**src/rtl/burst_packer_pkg.sv**
```systemverilog
// Shared types and elaboration helpers for the burst packer.
package burst_pkg;

  // Frame-level control states.
  typedef enum logic [1:0] {
    ST_IDLE  = 2'd0,
    ST_PACK  = 2'd1,
    ST_DRAIN = 2'd2,
    ST_DONE  = 2'd3
  } state_t;

  // Integer ceiling division, used for burst counts.
  function automatic int ceil_div(input int a, input int b);
    return (a + b - 1) / b;
  endfunction

  // Counter width that never collapses to zero bits.
  function automatic int cnt_w(input int n);
    return (n > 1) ? $clog2(n) : 1;
  endfunction

endpackage

```
**src/rtl/burst_packer_if.sv**
```systemverilog
// AXI-Stream style handshake bundle used on both sides of the packer.
interface burst_packer_if #(
  parameter int DATA_W = 10,
  parameter int USER_W = 2
);
  logic              tvalid;
  logic              tready;
  logic [DATA_W-1:0] tdata;
  logic [USER_W-1:0] tuser;
  logic              tlast;

  // Producer side drives payload and valid.
  modport master (output tvalid, output tdata, output tuser, output tlast, input tready);
  // Consumer side drives ready; the input stream carries no tlast of interest.
  modport slave  (input tvalid, input tdata, input tuser, output tready);
endinterface

```
**src/rtl/burst_packer_lane_assembler.sv**
```systemverilog
// Assembly register: collects pixels lane by lane, captures lane-0 sideband,
// and presents the word merged with the pixel currently being written.
module lane_assembler
  import burst_pkg::*;
#(
  parameter int PIXEL_BIT_WIDTH  = 10,
  parameter int PIXELS_PER_BURST = 10,
  parameter int USER_WIDTH       = 2,
  parameter int LANE_W           = 4
) (
  input  logic                                       clk,
  input  logic                                       srst,
  input  logic                                       wr_en_i,
  input  logic                                       emit_i,
  input  logic [LANE_W-1:0]                          lane_i,
  input  logic [PIXEL_BIT_WIDTH-1:0]                 pix_i,
  input  logic [USER_WIDTH-1:0]                      user_i,
  output logic [PIXEL_BIT_WIDTH*PIXELS_PER_BURST-1:0] word_o,
  output logic [USER_WIDTH-1:0]                      user_o
);

  localparam int PW = PIXEL_BIT_WIDTH;
  localparam int P  = PIXELS_PER_BURST;

  logic [PW*P-1:0]       asm_q;
  logic [USER_WIDTH-1:0] user_q;

  // Merge the incoming pixel into its lane so a completing word is ready this cycle.
  always_comb begin
    word_o = asm_q;
    for (int k = 0; k < P; k++) begin
      if (lane_i == LANE_W'(k)) word_o[k*PW +: PW] = pix_i;
    end
    user_o = (lane_i == '0) ? user_i : user_q;
  end

  // Store lanes as they arrive; clearing on emit zero-pads a short final burst.
  always_ff @(posedge clk) begin
    if (srst) begin
      asm_q  <= '0;
      user_q <= '0;
    end else if (wr_en_i) begin
      if (emit_i) begin
        asm_q  <= '0;
        user_q <= '0;
      end else begin
        for (int k = 0; k < P; k++) begin
          if (lane_i == LANE_W'(k)) asm_q[k*PW +: PW] <= pix_i;
        end
        if (lane_i == '0) user_q <= user_i;
      end
    end
  end

endmodule

```
**src/rtl/burst_packer.sv**
```systemverilog
// Packs a one-pixel-per-beat frame into PIXELS_PER_BURST-wide words,
// flags the final word with tlast and signals frame completion on ap_done.
module burst_packer
  import burst_pkg::*;
#(
  parameter int PIXEL_BIT_WIDTH  = 10,
  parameter int PIXELS_PER_BURST = 10,
  parameter int USER_WIDTH       = 2,
  parameter int OUT_ROWS         = 10,
  parameter int OUT_COLS         = 10
) (
  input  logic                        clk,
  input  logic                        srst,
  input  logic                        ap_start,
  output logic                        ap_done,
  burst_packer_if.slave               s_axis,
  burst_packer_if.master              m_axis,
  output logic [$clog2(OUT_COLS)-1:0] cnt_col,
  output logic [$clog2(OUT_ROWS)-1:0] cnt_row
);

  localparam int PW           = PIXEL_BIT_WIDTH;
  localparam int P            = PIXELS_PER_BURST;
  localparam int FRAME_PIXELS = OUT_ROWS * OUT_COLS;
  localparam int LANE_W       = cnt_w(P);
  localparam int PIX_W        = cnt_w(FRAME_PIXELS);
  localparam int COL_W        = $clog2(OUT_COLS);
  localparam int ROW_W        = $clog2(OUT_ROWS);

  localparam logic [LANE_W-1:0] LAST_LANE = LANE_W'(P - 1);
  localparam logic [PIX_W-1:0]  LAST_PIX  = PIX_W'(FRAME_PIXELS - 1);
  localparam logic [COL_W-1:0]  LAST_COL  = COL_W'(OUT_COLS - 1);

  state_t                  state_q;
  logic [LANE_W-1:0]       cnt_lane_q;
  logic [PIX_W-1:0]        cnt_pix_q;
  logic [COL_W-1:0]        col_q;
  logic [ROW_W-1:0]        row_q;
  logic                    ap_done_q;
  logic                    m_tvalid_q;
  logic [PW*P-1:0]         m_tdata_q;
  logic [USER_WIDTH-1:0]   m_tuser_q;
  logic                    m_tlast_q;

  logic [PW*P-1:0]         word_d;
  logic [USER_WIDTH-1:0]   user_d;
  logic                    last_pix;
  logic                    word_end;
  logic                    s_ready;
  logic                    s_hs;
  logic                    m_hs;
  logic                    emit;

  assign last_pix = (cnt_pix_q == LAST_PIX);
  assign word_end = (cnt_lane_q == LAST_LANE) || last_pix;
  // Only the completing pixel depends on output space; it looks straight at m_axis.tready
  // so a word can be replaced in the same cycle it leaves.
  assign s_ready  = (state_q == ST_PACK) && (!word_end || !m_tvalid_q || m_axis.tready);
  assign s_hs     = s_ready && s_axis.tvalid;
  assign m_hs     = m_tvalid_q && m_axis.tready;
  assign emit     = s_hs && word_end;

  assign s_axis.tready = s_ready;
  assign m_axis.tvalid = m_tvalid_q;
  assign m_axis.tdata  = m_tdata_q;
  assign m_axis.tuser  = m_tuser_q;
  assign m_axis.tlast  = m_tlast_q;
  assign ap_done       = ap_done_q;
  assign cnt_col       = col_q;
  assign cnt_row       = row_q;

  lane_assembler #(
    .PIXEL_BIT_WIDTH (PIXEL_BIT_WIDTH),
    .PIXELS_PER_BURST(PIXELS_PER_BURST),
    .USER_WIDTH      (USER_WIDTH),
    .LANE_W          (LANE_W)
  ) u_asm (
    .clk    (clk),
    .srst   (srst),
    .wr_en_i(s_hs),
    .emit_i (word_end),
    .lane_i (cnt_lane_q),
    .pix_i  (s_axis.tdata),
    .user_i (s_axis.tuser),
    .word_o (word_d),
    .user_o (user_d)
  );

  // Frame FSM, position counters and the output word register.
  always_ff @(posedge clk) begin
    if (srst) begin
      state_q    <= ST_IDLE;
      cnt_lane_q <= '0;
      cnt_pix_q  <= '0;
      col_q      <= '0;
      row_q      <= '0;
      ap_done_q  <= 1'b0;
      m_tvalid_q <= 1'b0;
      m_tdata_q  <= '0;
      m_tuser_q  <= '0;
      m_tlast_q  <= 1'b0;
    end else begin
      ap_done_q <= 1'b0;

      // A reload in the same cycle as a handshake wins, keeping tvalid high.
      if (m_hs) m_tvalid_q <= 1'b0;
      if (emit) begin
        m_tvalid_q <= 1'b1;
        m_tdata_q  <= word_d;
        m_tuser_q  <= user_d;
        m_tlast_q  <= last_pix;
      end

      case (state_q)
        ST_IDLE: begin
          if (ap_start) begin
            state_q    <= ST_PACK;
            cnt_lane_q <= '0;
            cnt_pix_q  <= '0;
            col_q      <= '0;
            row_q      <= '0;
          end
        end
        ST_PACK: begin
          if (s_hs) begin
            cnt_lane_q <= word_end ? '0 : cnt_lane_q + LANE_W'(1);
            if (last_pix) begin
              cnt_pix_q <= '0;
              col_q     <= '0;
              row_q     <= '0;
              state_q   <= ST_DRAIN;
            end else begin
              cnt_pix_q <= cnt_pix_q + PIX_W'(1);
              if (col_q == LAST_COL) begin
                col_q <= '0;
                row_q <= row_q + ROW_W'(1);
              end else begin
                col_q <= col_q + COL_W'(1);
              end
            end
          end
        end
        ST_DRAIN: begin
          if (m_hs) state_q <= ST_DONE;
        end
        ST_DONE: begin
          ap_done_q <= 1'b1;
          state_q   <= ST_IDLE;
        end
        default: state_q <= ST_IDLE;
      endcase
    end
  end

endmodule

```
**src/flat_wrapper.sv**
```systemverilog
// flat-port wrapper written by rule: the top's interface ports become plain ports
module burst_packer_flat import burst_pkg::*;
#(
  parameter int PIXEL_BIT_WIDTH  = 10,
  parameter int PIXELS_PER_BURST = 10,
  parameter int USER_WIDTH       = 2,
  parameter int OUT_ROWS         = 10,
  parameter int OUT_COLS         = 10
)
  (clk, srst, ap_start, ap_done, cnt_col, cnt_row, s_axis_tvalid, s_axis_tdata, s_axis_tuser, s_axis_tready, m_axis_tvalid, m_axis_tdata, m_axis_tuser, m_axis_tlast, m_axis_tready);
  burst_packer_if #(.DATA_W((10)), .USER_W((2))) s_axis_i ();
  burst_packer_if #(.DATA_W(((10) * (10))), .USER_W((2))) m_axis_i ();
  input  logic clk;
  input  logic srst;
  input  logic ap_start;
  output logic ap_done;
  output logic [$clog2(OUT_COLS)-1:0] cnt_col;
  output logic [$clog2(OUT_ROWS)-1:0] cnt_row;
  input wire logic [$bits(s_axis_i.tvalid)-1:0] s_axis_tvalid;
  input wire logic [$bits(s_axis_i.tdata)-1:0] s_axis_tdata;
  input wire logic [$bits(s_axis_i.tuser)-1:0] s_axis_tuser;
  output wire logic [$bits(s_axis_i.tready)-1:0] s_axis_tready;
  output wire logic [$bits(m_axis_i.tvalid)-1:0] m_axis_tvalid;
  output wire logic [$bits(m_axis_i.tdata)-1:0] m_axis_tdata;
  output wire logic [$bits(m_axis_i.tuser)-1:0] m_axis_tuser;
  output wire logic [$bits(m_axis_i.tlast)-1:0] m_axis_tlast;
  input wire logic [$bits(m_axis_i.tready)-1:0] m_axis_tready;
  assign s_axis_i.tvalid = s_axis_tvalid;
  assign s_axis_i.tdata = s_axis_tdata;
  assign s_axis_i.tuser = s_axis_tuser;
  assign s_axis_tready = s_axis_i.tready;
  assign m_axis_tvalid = m_axis_i.tvalid;
  assign m_axis_tdata = m_axis_i.tdata;
  assign m_axis_tuser = m_axis_i.tuser;
  assign m_axis_tlast = m_axis_i.tlast;
  assign m_axis_i.tready = m_axis_tready;
  burst_packer #(.PIXEL_BIT_WIDTH(PIXEL_BIT_WIDTH), .PIXELS_PER_BURST(PIXELS_PER_BURST), .USER_WIDTH(USER_WIDTH), .OUT_ROWS(OUT_ROWS), .OUT_COLS(OUT_COLS)) u_core (.clk(clk), .srst(srst), .ap_start(ap_start), .ap_done(ap_done), .s_axis(s_axis_i), .m_axis(m_axis_i), .cnt_col(cnt_col), .cnt_row(cnt_row));
endmodule
```
**config.mk**
```make
export PLATFORM = sky130hd
export DESIGN_NAME = burst_packer_flat
export DESIGN_NICKNAME = d
export VERILOG_FILES = /design/src/rtl/burst_packer_pkg.sv /design/src/rtl/burst_packer_if.sv /design/src/rtl/burst_packer_lane_assembler.sv /design/src/rtl/burst_packer.sv /design/src/flat_wrapper.sv
export SDC_FILE = /design/constraint.sdc
export NUM_CORES = 1
export LEC_CHECK = 0
export BUFFER_PORTS_ARGS = -buffer_cell sky130_fd_sc_hd__buf_2
export CORE_ASPECT_RATIO = 0.6
export CORE_UTILIZATION = 60
export DETAILED_ROUTE_END_ITERATION = 7
export PLACE_DENSITY_LB_ADDON = 0.1
export SLEW_MARGIN = 0
export SYNTH_ARGS = -nofsm -noshare
export SYNTH_HDL_FRONTEND = slang
export SYNTH_SLANG_ARGS = --single-unit
```
**constraint.sdc**
```tcl
create_clock -name clk -period 3.2 [get_ports clk]
set_input_delay 0.64 -clock clk [delete_from_list [all_inputs] [get_ports clk]]
set_output_delay 0.64 -clock clk [all_outputs]
set_load 0.02 [all_outputs]
```
# Yosys cells after proc, flatten, opt, wreduce, memory -nomap -nowiden
# Cells that the tools add are included.
# word_totals
output_inout_bits	114
reg_bits	228
wordCells	88
inputBits	17
# classes
muxes	37
eq_ne	19
addsub	4
n_reduce_logical	16
# op_table
operator	count
$mux 10	10
$mux 100	1
$mux 4	9
$pmux 4 s2	3
$mux 7	3
$eq 4x3->1 const B	4
$pmux 7 s2	1
$add 4x1->4 const B	3
$eq 4x4->1 const B	3
$mux 2	6
$eq 4x2->1 const B	2
$pmux 2 s4	1
$reduce_and 4->1	2
$add 7x1->7 const B	1
$eq 7x7->1 const B	1
$ne 2x1->1 const B	3
$eq 2x2->1 const B	2
$eq 4x1->1 const B	1
$logic_and 1x1->1	4
$logic_not 4->1	1
$reduce_bool 2->1	2
$logic_or 1x1->1	3
$mux 1	3
$ne 3x2->1 const B	1
other kinds (5)	6

# Depth between registers and ports, before layout
# Gate-level depths: netlist (run 1).
# logic_depth
depth_word	9
ltp_mapped	11

# Cells and area by module
# Synthesis (run 1) repeated with hierarchy kept, for this count alone.
# hier_totals
hier_cells	1320
area_unflattened_um2	11315.9
# by_module_without_submodules
module	seq_area_each_um2	cells_each	area_each_um2	n_inst
lane_assembler	2042.0	721	6432.4	1
burst_packer	2522.4	599	4883.4	1

# Least setup slack after synthesis (run 1)
# Ideal clock, no wire load.
# synth_path
kind	input port to flip-flop
start	input port s_axis_tvalid
end	register u_core.u_asm.asm_q[20]
path_buffers	3
arrival_ps	2141
stages	7
required_time_ps	3139
slack_ps	998
cell_sequence	clkbuf_1 nand2_1 or4_1 clkbuf_1 buf_2 nor2_2 a22o_1
# synth_between
elab_chain_cells	1
# synth_lines
element	line_no	text
start: declaration	flat_wrapper.sv:19	input wire logic [$bits(s_axis_i.tvalid)-1:0] s_axis_tvalid;
$logic_and 1x1->1	burst_packer.sv:59	assign s_hs = s_ready && s_axis.tvalid;
end signal: indexed assignment	burst_packer_lane_assembler.sv:48	if (lane_i == LANE_W'(k)) asm_q[k*PW +: PW] <= pix_i;
end: declaration	burst_packer_lane_assembler.sv:25	logic [PW*P-1:0] asm_q;
# No other way between the ends.
# A chain may end at the register's enable or synchronous reset.

# Worst setup path in the final report (run 1)
# layout_path
start	register u_core.cnt_lane_q[1]
end	register u_core.u_asm.asm_q[71]
# layout_between
elab_chain_cells	7
elab_cells_between_ends	10
classes_between	eq/ne: 2; mux: 2; reduce/logical: 6
# layout_lines
element	line_no	text
start: declaration	burst_packer.sv:35	logic [LANE_W-1:0] cnt_lane_q;
start signal: assignment	burst_packer.sv:126	cnt_lane_q <= word_end ? '0 : cnt_lane_q + LANE_W'(1);
$eq 4x4->1	burst_packer.sv:55	assign word_end = (cnt_lane_q == LAST_LANE) || last_pix;
$logic_or 1x1->1	burst_packer.sv:55	
$logic_not 1->1	burst_packer.sv:58	assign s_ready = (state_q == ST_PACK) && (!word_end || !m_tvalid_q || m_axis.tready);
$logic_or 1x1->1 (2 in series)	burst_packer.sv:58	
$logic_and 1x1->1	burst_packer.sv:58	
$logic_and 1x1->1	burst_packer.sv:59	
# Several ways; a longest one is shown, not always the timed one.

==> results of run 1 <==
-- through the flow --
stage               setup slack [ps]  instance area [µm²]  utilization, %
floorplan                        998                 9160               -
global placement                 567                 9820            66.9
detailed placement               542                 9820            66.9
CTS                              536                10500            71.7
global route                     345                10500            71.7
finish                           488                10500            71.7
-- metal layers --
layer / share of wire [%] / GRT usage [%] / vias up
met4: 1.4 / 6.68 / 0
met1: 48 / 49.0 / 3801
met3: 9.5 / 4.01 / 31
met2: 41 / 43.3 / 405
met5: 0 / 0 / -
li1: - / - / 3818
-- layout make-up --
type | instances | share of cell area [%]
tap | 198 | 2.35
clock inverter | 7 | 0.904
timing repair buffer | 148 | 7.85
inverter | 9 | 0.321
multi-input combinational | 672 | 39.5
clock buffer | 31 | 5.73
sequential | 228 | 43.4
-- kinds of logic (layout without fill, tap and decap cells) --
group	Yosys count	after routing
flops	228	228
buf+inv	103	195
fa+ha+maj	11	11
compound gates	245	245
mux	13	13
simple gates	403	403
-- cell usage after synthesis (all sizes together) --
master / n / share of area [%]
o21ai: 20 / 1.2
o31a: 1 / 0.096
o211ai: 1 / 0.082
or3: 3 / 0.20
nor3b: 4 / 0.33
a21o: 1 / 0.082
mux2i: 12 / 1.3
a32o: 1 / 0.11
a41oi: 2 / 0.19
a211oi: 11 / 0.90
nor3: 2 / 0.11
nor2: 133 / 5.7
or4: 2 / 0.16
a31o: 4 / 0.38
nor4: 2 / 0.14
o2bb2ai: 1 / 0.096
and2: 11 / 0.75
a22o: 90 / 8.6
o21a: 1 / 0.082
nand4: 3 / 0.20
dfxtp: 228 / 50
nand3b: 2 / 0.16
clkbuf: 57 / 2.3
o32ai: 2 / 0.19
mux2: 1 / 0.12
a221o: 2 / 0.22
a31oi: 6 / 0.41
and3: 4 / 0.27
a221oi: 1 / 0.096
a21oi: 6 / 0.33
inv: 9 / 0.37
nand2b: 2 / 0.14
nand2: 141 / 5.8
ha: 11 / 1.5
buf: 37 / 2.3
or4b: 2 / 0.26
o22ai: 1 / 0.068
o31ai: 1 / 0.082
nor2b: 7 / 0.48
nor4b: 3 / 0.29
nand3: 82 / 4.5
a311oi: 93 / 9.6
-- power by group --
part	total [mW]	switching, mW	internal, mW
logic	0.764	0.561	0.203
registers	2.93	0.0392	2.89
clock network	2.54	1.07	1.48
-- registers in the layout, indices dropped and copies added (netlist names) --
signal                flops
u_core.m_axis.tdata     100
u_core.u_asm.asm_q      100
u_core.cnt_pix_q          7
u_core.cnt_col            4
u_core.cnt_lane_q         4
u_core.cnt_row            4
u_core.m_axis.tuser       2
u_core.state_q            2
u_core.u_asm.user_q       2
u_core.ap_done            1
u_core.m_axis.tlast       1
u_core.m_axis.tvalid      1
-- critical path: stages (launching register included) --
cell     delay [ps]
dfxtp_1         360
inv_1           100
ha_1            210
and3_1          350
or4_1           910
nor2_2          510
a22o_1          230
-- worst max path at each step --
stage / start / endpoint / slack, ps / cells after the start
6_report: u_core.cnt_lane_q[1]$_SDFFE_PP0P_ / u_core.u_asm.asm_q[71]$_SDFFE_PP0P_ / 490 / 6
5_1_grt: u_core.cnt_lane_q[1]$_SDFFE_PP0P_ / u_core.u_asm.asm_q[37]$_SDFFE_PP0P_ / 340 / 6
4_1_cts: u_core.cnt_lane_q[1]$_SDFFE_PP0P_ / u_core.u_asm.asm_q[74]$_SDFFE_PP0P_ / 540 / 6
3_5_place_dp: srst / u_core.u_asm.asm_q[34]$_SDFFE_PP0P_ / 540 / 4
3_3_place_gp: srst / u_core.u_asm.asm_q[52]$_SDFFE_PP0P_ / 570 / 4
2_1_floorplan: s_axis_tvalid / u_core.u_asm.asm_q[20]$_SDFFE_PP0P_ / 1000 / 7
==> results.py, run 1 <==
metrics = {
    "critical_path": {
        "cp-end-kind": "flip-flop",
        "startpoint_type": "flip-flop",
        "critical_path_arrival_ps": 3150,
        "critPathMaxFanout": 12,
        "regToRegSetupSlack_ps": 490,
        "rr_endpoint": "u_core.u_asm.asm_q[71]$_SDFFE_PP0P_",
        "worstSetupPathType": "reg2reg",
        "reg2reg_from": "u_core.cnt_lane_q[1]$_SDFFE_PP0P_",
        "r2r_cells": 6,
        "cp.required_ps": 3640,
    },
    "grt": {
        "antenna_found_initial": 0,
        "grt_pass1_wl_um": 39000,
        "grt_max_degree": 105,
        "gr-total-overflow": 0,
        "grt_pass1_vias": 7094,
        "grt_usage_pct": 30.7,
    },
    "clock_tree": {
        "tritoncts": "built",
        "worstSkewPairLatency_ps": 500,
        "cts_root_buf": "clkbuf_16",
        "clkSinkCount": 228,
        "post_cts_buffers": 0,
        "cts_max_level": 1,
        "postCtsResizedCells": 0,
        "cts_hold_buf": 0,
        "cts_buffer_depth": 3,
        "cts.clk_slew.worst_paths_ps": 70,
        "numCtsBuffers": 21,
    },
    "hold_path": {
        "min-delay-start": "s_axis_tuser[1]",
        "min_path_cells": 2,
        "hold-path-endpoint": "u_core.u_asm.user_q[1]$_SDFFE_PP0P_",
        "min_path_type": "in2reg",
    },
    "yosys": {
        "synth.area.mux_share_pct": 1.43,
        "synth_compound_area_share_pct": 22.8,
        "ys_ff_latch": 228,
        "synth_fa_ha_area_share_pct": 1.50,
        "ys_seq_area_share_pct": 49.8,
        "postSynthAreaPerCell_um2": 9.13,
        "ys_warn_count": 0,
        "synth_top_family_by_area": "compound AO/OA/AOI/OAI gates",
        "synthCells": 1003,
        "ys_types": 50,
        "synth_xor_area_share_pct": 0,
        "synth_area_um2": 9160,
        "postSynthNetCount": 1031,
        "synth-simple-area-share_pct": 19.4,
    },
    "layout": {
        "fillers": 1164,
        "drive_gt1_share_pct": 19.1,
        "final_common_cell": "dfxtp_1",
        "multi_input_area_um2": 4150,
        "antennaDiodeCount": 0,
        "fin_cells": 1293,
        "nets": 1108,
        "area_delta_synth_final_pct": 14.9,
        "seqCellArea_um2": 4560,
        "layout_common_cells": "dfxtp_1 (228), nand2_1 (141), buf_2 (129)",
    },
    "die": {
        "dieArea_um2": 15800,
        "dieHeight_um": 97.7,
        "io_pins": 131,
        "die_x_um": 161,
        "rows": 34,
        "start_util_pct": 62.4,
        "core_area_um2": 14700,
    },
    "timing": {
        "tightest_slew_ps": 774,
        "fmax_mhz": 369,
        "hold_ws_ps": 407,
        "finalCritPeriodShare_pct": 84.7,
        "hold_viol": 0,
        "tns_ps": 0,
        "rsz0062_at_grt": "no",
        "slew-limit-headroom_pct": 48.1,
        "skew_ps": 17.4,
        "finalSetupViolations": 0,
        "layout_min_cycle_time_ps": 2710,
        "slew_viol_final": 0,
    },
    "power": {
        "vdd_drop_max_v": 0.000403,
        "cellPowerDensity_nw_per_um2": 593,
        "total_power_mw": 6.24,
        "p_leak_nw": 3.97,
    },
    "place": {
        "dp.final_hpwl_um": 14900,
        "place.gp.congestion": 0.824,
        "numPortBuffers": 130,
        "dp.cells": 1255,
    },
    "route": {
        "dr.pass1.iters": 5,
        "route.detailed.drc": 0,
        "detail_route.wl_per_cell_um": 18.7,
        "num_vias": 8055,
        "viasPerCell": 6.23,
        "wirelength_um": 24200,
        "drtIter0Drc": 892,
        "ant_nets": 0,
    },
    "run_status": {
        "status": "finished clean",
    },
    "run": {
        "cap_violations": 0,
    },
}
No activity file was read; power rests on OpenSTA's default activity.
==> inputs of run 2 (changes only) <==
- CORE_UTILIZATION: 60 -> 57
- clock period: 3.2 -> 2.8 ns (I/O delays scaled with it)
==> run 2 against run 1 <==
The run now ends with design-rule violations left. Cell area grew 1.6%. Final cell count up 1.8%. Register-to-register slack worse by 170 ps. Hold slack worse by 63 ps. Critical path depth is the same. Routed wire length rose by 4.4%. Utilization decreased by 2.7 points. Largest power group unchanged. Via count down 0.65%. Sequential power increased by 14%. Flip-flop and latch count unchanged.
==> results.py, run 2 (same netlist as run 1, synthesis figures left out) <==
metrics = {
    "run_status": {
        "status": "finished with violations",
        "violations": "design-rule violations",
    },
    "layout": {
        "multi_input_area_um2": 4150,
        "nets": 1126,
        "antennaDiodeCount": 0,
        "area_delta_synth_final_pct": 16.8,
        "fillers": 1269,
        "final_common_cell": "dfxtp_1",
        "drive_gt1_share_pct": 20.8,
        "layout_common_cells": "dfxtp_1 (228), nand2_1 (141), buf_2 (129)",
        "seqCellArea_um2": 4560,
    },
    "clock_tree": {
        "postCtsResizedCells": 0,
        "cts_hold_buf": 0,
        "cts_root_buf": "clkbuf_16",
        "cts_max_level": 1,
        "cts.clk_slew.worst_paths_ps": 70,
        "post_cts_buffers": 0,
        "clkSinkCount": 228,
        "tritoncts": "built",
        "worstSkewPairLatency_ps": 500,
        "cts_buffer_depth": 3,
        "numCtsBuffers": 21,
    },
    "grt": {
        "busiest_layer": "met1",
        "grtUsageMet3_pct": 4.61,
        "use_met2_pct": 42.0,
        "antenna_found_initial": 0,
        "grt_pass1_vias": 6981,
        "grt_pass1_wl_um": 39500,
        "gr-usage-met1_pct": 47.2,
        "gr-total-overflow": 0,
        "grt_usage_pct": 29.9,
        "grt_max_degree": 104,
    },
    "critical_path": {
        "reg2reg_from": "u_core.state_q[1]$_SDFFE_PP0P_",
        "cp.required_ps": 2240,
        "critical_path_arrival_ps": 1960,
        "worstSetupPathType": "reg2out",
        "worstSetupEndpoint": "s_axis_tready",
        "crit_start": "u_core.cnt_lane_q[1]$_SDFFE_PP0P_",
        "rr_endpoint": "u_core.cnt_row[0]$_SDFFE_PP0P_",
        "cp.depth": 6,
        "critical_path.max_stage_delay_ps": 350,
        "regToRegSetupSlack_ps": 320,
        "cp.buffers_inverters": 2,
        "r2r_cells": 7,
        "cp-end-kind": "primary output",
        "crit_slowest_cell": "dfxtp_1",
        "cp_top_family": "flip-flops",
        "startpoint_type": "flip-flop",
        "critPathMaxFanout": 7,
        "cp_cell_sequence": "inv_1, ha_1, nand3b_1, o21ai_4, a21oi_1, buf_2",
    },
    "hold_path": {
        "min_path_type": "in2reg",
        "min_path_cells": 2,
    },
    "timing": {
        "tightest_slew_ps": 757,
        "skew_ps": 11.0,
        "finalCritPeriodShare_pct": 89.9,
        "slew_viol_final": 0,
        "tns_ps": 0,
        "finalSetupViolations": 0,
        "layout_min_cycle_time_ps": 2520,
        "finalWorstSetupSlack_ps": 283,
        "rsz0062_at_grt": "no",
        "fmax_mhz": 397,
        "hold_viol": 0,
        "slew-limit-headroom_pct": 49.3,
        "hold_ws_ps": 344,
    },
    "place": {
        "dp.final_hpwl_um": 15800,
        "numPortBuffers": 130,
        "place_ws_ps": 370,
        "place.gp.congestion": 0.867,
    },
    "route": {
        "route.detailed.drc": 22,
        "ant_nets": 0,
        "drtIter0Drc": 695,
        "wirelength_um": 25200,
        "num_vias": 8003,
        "dr.pass1.iters": 7,
        "viasPerCell": 6.08,
        "detail_route.wl_per_cell_um": 19.2,
    },
    "run": {
        "cap_violations": 0,
    },
    "die": {
        "dieArea_um2": 16600,
        "start_util_pct": 59.1,
        "die_x_um": 166,
        "core_area_um2": 15500,
        "rows": 35,
        "dieHeight_um": 100,
        "io_pins": 131,
    },
    "power": {
        "cellPowerDensity_nw_per_um2": 687,
        "p_leak_nw": 4.06,
        "vdd_drop_max_v": 0.000504,
        "total_power_mw": 7.35,
    },
}
[run 2: metrics by stage]
stage | instance area [µm²] | util, % | std cells
final | 10700 | 69.0 | 1316
after global routing | 10700 | 69.0 | 1316
after CTS | 10700 | 69.0 | 1316
after detailed placement | 9950 | 64.2 | 1278
after global placement | 9950 | 64.2 | 1278
after floorplan | 9160 | - | 1003
[run 2: metal layers]
layer  up-vias  wire, µm
li1       3843         -
met1      3750     12600
met2       377     10100
met3        33      2110
met4         0       425
met5         -         0
[run 2: final cells by class]
cell class	instances	area share, %
Inverter	9	0.316
Sequential cell	228	42.7
Clock inverter	10	1.30
Clock buffer	28	5.63
Multi-Input combinational cell	672	38.8
Timing Repair Buffer	166	8.87
Tap cell	203	2.38
[run 2: where the power goes]
| group | total, mW | internal, mW | switching (mW) | leakage [nW] |
|---|---|---|---|---|
| Sequential | 3.35 | 3.30 | 0.0465 | 1.84 |
| Combinational | 0.956 | 0.281 | 0.675 | 1.87 |
| Clock | 3.04 | 1.80 | 1.25 | 0.352 |
[run 2: worst min path at each step]
stage | start | to | slack [ps]
6_report | s_axis_tuser[1] | u_core.u_asm.user_q[1]$_SDFFE_PP0P_ | 340
5_1_grt | s_axis_tuser[1] | u_core.u_asm.user_q[1]$_SDFFE_PP0P_ | 350
3_5_place_dp | u_core.u_asm.asm_q[96]$_SDFFE_PP0P_ | u_core.u_asm.asm_q[96]$_SDFFE_PP0P_ | 450
2_1_floorplan | u_core.u_asm.asm_q[90]$_SDFFE_PP0P_ | u_core.u_asm.asm_q[90]$_SDFFE_PP0P_ | 430
4_1_cts | s_axis_tuser[1] | u_core.u_asm.user_q[1]$_SDFFE_PP0P_ | 340
3_3_place_gp | u_core.u_asm.asm_q[90]$_SDFFE_PP0P_ | u_core.u_asm.asm_q[90]$_SDFFE_PP0P_ | 450
==> inputs of run 3 (changes only) <==
- BUFFER_PORTS_ARGS: -buffer_cell sky130_fd_sc_hd__buf_2 -> unset
- CAP_MARGIN: unset -> 10
- CORE_UTILIZATION: 57 -> 60
- DONT_BUFFER_PORTS: unset -> 1
==> run 3 against run 2 <==
The flow now finishes without violations. Critical path depth unchanged. Total power fell by 6.3%. Register-to-register slack worse by 80 ps. Combinational power decreased by 21%. Sequential share of layout area increased by 3.9 points. Global-route usage is 1.7 points higher. Clock skew grew 1.6 ps. Flip-flop and latch count stayed put. Critical endpoint unchanged. Largest power group unchanged.
==> results.py, run 3 (same netlist as run 1, synthesis figures left out) <==
metrics = {
    "layout": {
        "fin_util_pct": 66.8,
        "final_common_cell": "dfxtp_1",
        "area_delta_synth_final_pct": 7.09,
        "fin_cells": 1158,
        "fin_area_um2": 9810,
        "layout_common_cells": "dfxtp_1 (228), nand2_1 (141), nor2_1 (124)",
        "drive_gt1_share_pct": 8.23,
        "antennaDiodeCount": 0,
        "nets": 976,
    },
    "power": {
        "cellPowerDensity_nw_per_um2": 702,
        "total_power_mw": 6.89,
        "p_leak_nw": 3.24,
        "vdd_drop_max_v": 0.000419,
    },
    "clock_tree": {
        "cts_max_level": 1,
        "clkSinkCount": 228,
        "postCtsResizedCells": 0,
        "tritoncts": "built",
        "cts.clk_slew.worst_paths_ps": 70,
        "cts_root_buf": "clkbuf_16",
        "cts_buffer_depth": 3,
        "post_cts_buffers": 0,
        "cts_hold_buf": 0,
        "numCtsBuffers": 21,
        "worstSkewPairLatency_ps": 500,
    },
    "timing": {
        "tns_ps": 0,
        "skew_ps": 12.6,
        "hold_viol": 0,
        "layout_min_cycle_time_ps": 2620,
        "slew-limit-headroom_pct": 49.8,
        "fmax_mhz": 382,
        "finalSetupViolations": 0,
        "tightest_slew_ps": 748,
        "rsz0062_at_grt": "no",
        "finalCritPeriodShare_pct": 93.6,
        "finalWorstSetupSlack_ps": 180,
        "slew_viol_final": 0,
        "hold_ws_ps": 142,
    },
    "grt": {
        "gr-usage-met1_pct": 45.8,
        "gr-total-overflow": 0,
        "grt_usage_pct": 31.5,
        "grt_pass1_vias": 7206,
        "busiest_layer": "met2",
        "use_met2_pct": 46.4,
        "grtUsageMet3_pct": 8.15,
        "grt_pass1_wl_um": 39800,
        "grt_max_degree": 119,
        "antenna_found_initial": 0,
    },
    "route": {
        "detail_route.wl_per_cell_um": 21.5,
        "wirelength_um": 24900,
        "viasPerCell": 6.60,
        "ant_nets": 0,
        "num_vias": 7648,
        "route.detailed.drc": 0,
        "drtIter0Drc": 788,
        "dr.pass1.iters": 5,
    },
    "place": {
        "dp.cells": 1123,
        "numPortBuffers": 0,
        "place_area_um2": 9140,
        "place.gp.congestion": 0.889,
        "place_ws_ps": 183,
        "dp.final_hpwl_um": 16000,
    },
    "die": {
        "rows": 34,
        "die_x_um": 161,
        "dieArea_um2": 15800,
        "io_pins": 131,
        "core_area_um2": 14700,
        "start_util_pct": 62.4,
        "dieHeight_um": 97.7,
    },
    "critical_path": {
        "cp-end-kind": "primary output",
        "crit_slowest_cell": "dfxtp_1",
        "startpoint_type": "flip-flop",
        "critical_path_arrival_ps": 2060,
        "critical_path.max_stage_delay_ps": 360,
        "critPathMaxFanout": 23,
        "cp.buffers_inverters": 2,
        "cp_top_family": "compound AO/OA/AOI/OAI gates",
        "cp.required_ps": 2240,
        "worstSetupPathType": "reg2out",
        "cp_cell_sequence": "inv_1, ha_1, buf_4, nand3b_1, o21ai_4, a21oi_2",
    },
    "run": {
        "cap_violations": 0,
    },
    "hold_path": {
        "min_path_type": "in2reg",
    },
    "run_status": {
        "status": "finished clean",
    },
}
-- run 3: cell types whose count changed in the layout (fill, tap and decap cells not counted), sizes merged --
cell | previous run | this run
buf | 166 | 16
bufinv | 3 | 1
clkinv | 2 | 4
clkinvlp | 4 | 1
-- run 3: cell type report --
type                       instances  area [µm²]
inverter                           9        33.8
clock inverter                     7        66.3
multi-input combinational        672        4160
timing repair buffer              16         145
sequential                       228        4560
fill                            1188        4870
clock buffer                      28         592
tap                              198         248
-- run 3: routing by layer --
| metal | part of all wire (%) | routed length, µm |
|---|---|---|
| met1 | 44 | 11000 |
| met4 | 1.4 | 342 |
| met3 | 12 | 2940 |
| met5 | 0 | 0 |
| met2 | 43 | 10700 |
-- run 3: report_power, final --
part	switching [mW]	internal (mW)
clock network	1.20	1.58
logic	0.543	0.213
registers	0.0504	3.30
total	1.79	5.09
-- run 3: final timing paths --
path	startpoint	end	slack, ps	depth (start not counted)
min reg2reg	u_core.u_asm.asm_q[93]$_SDFFE_PP0P_	u_core.u_asm.asm_q[93]$_SDFFE_PP0P_	460	1
max	u_core.cnt_lane_q[1]$_SDFFE_PP0P_	s_axis_tready	180	6
max reg2reg	u_core.cnt_lane_q[1]$_SDFFE_PP0P_	u_core.u_asm.asm_q[76]$_SDFFE_PP0P_	240	8
min	srst	u_core.m_axis.tdata[96]$_SDFFE_PP0P_	140	1
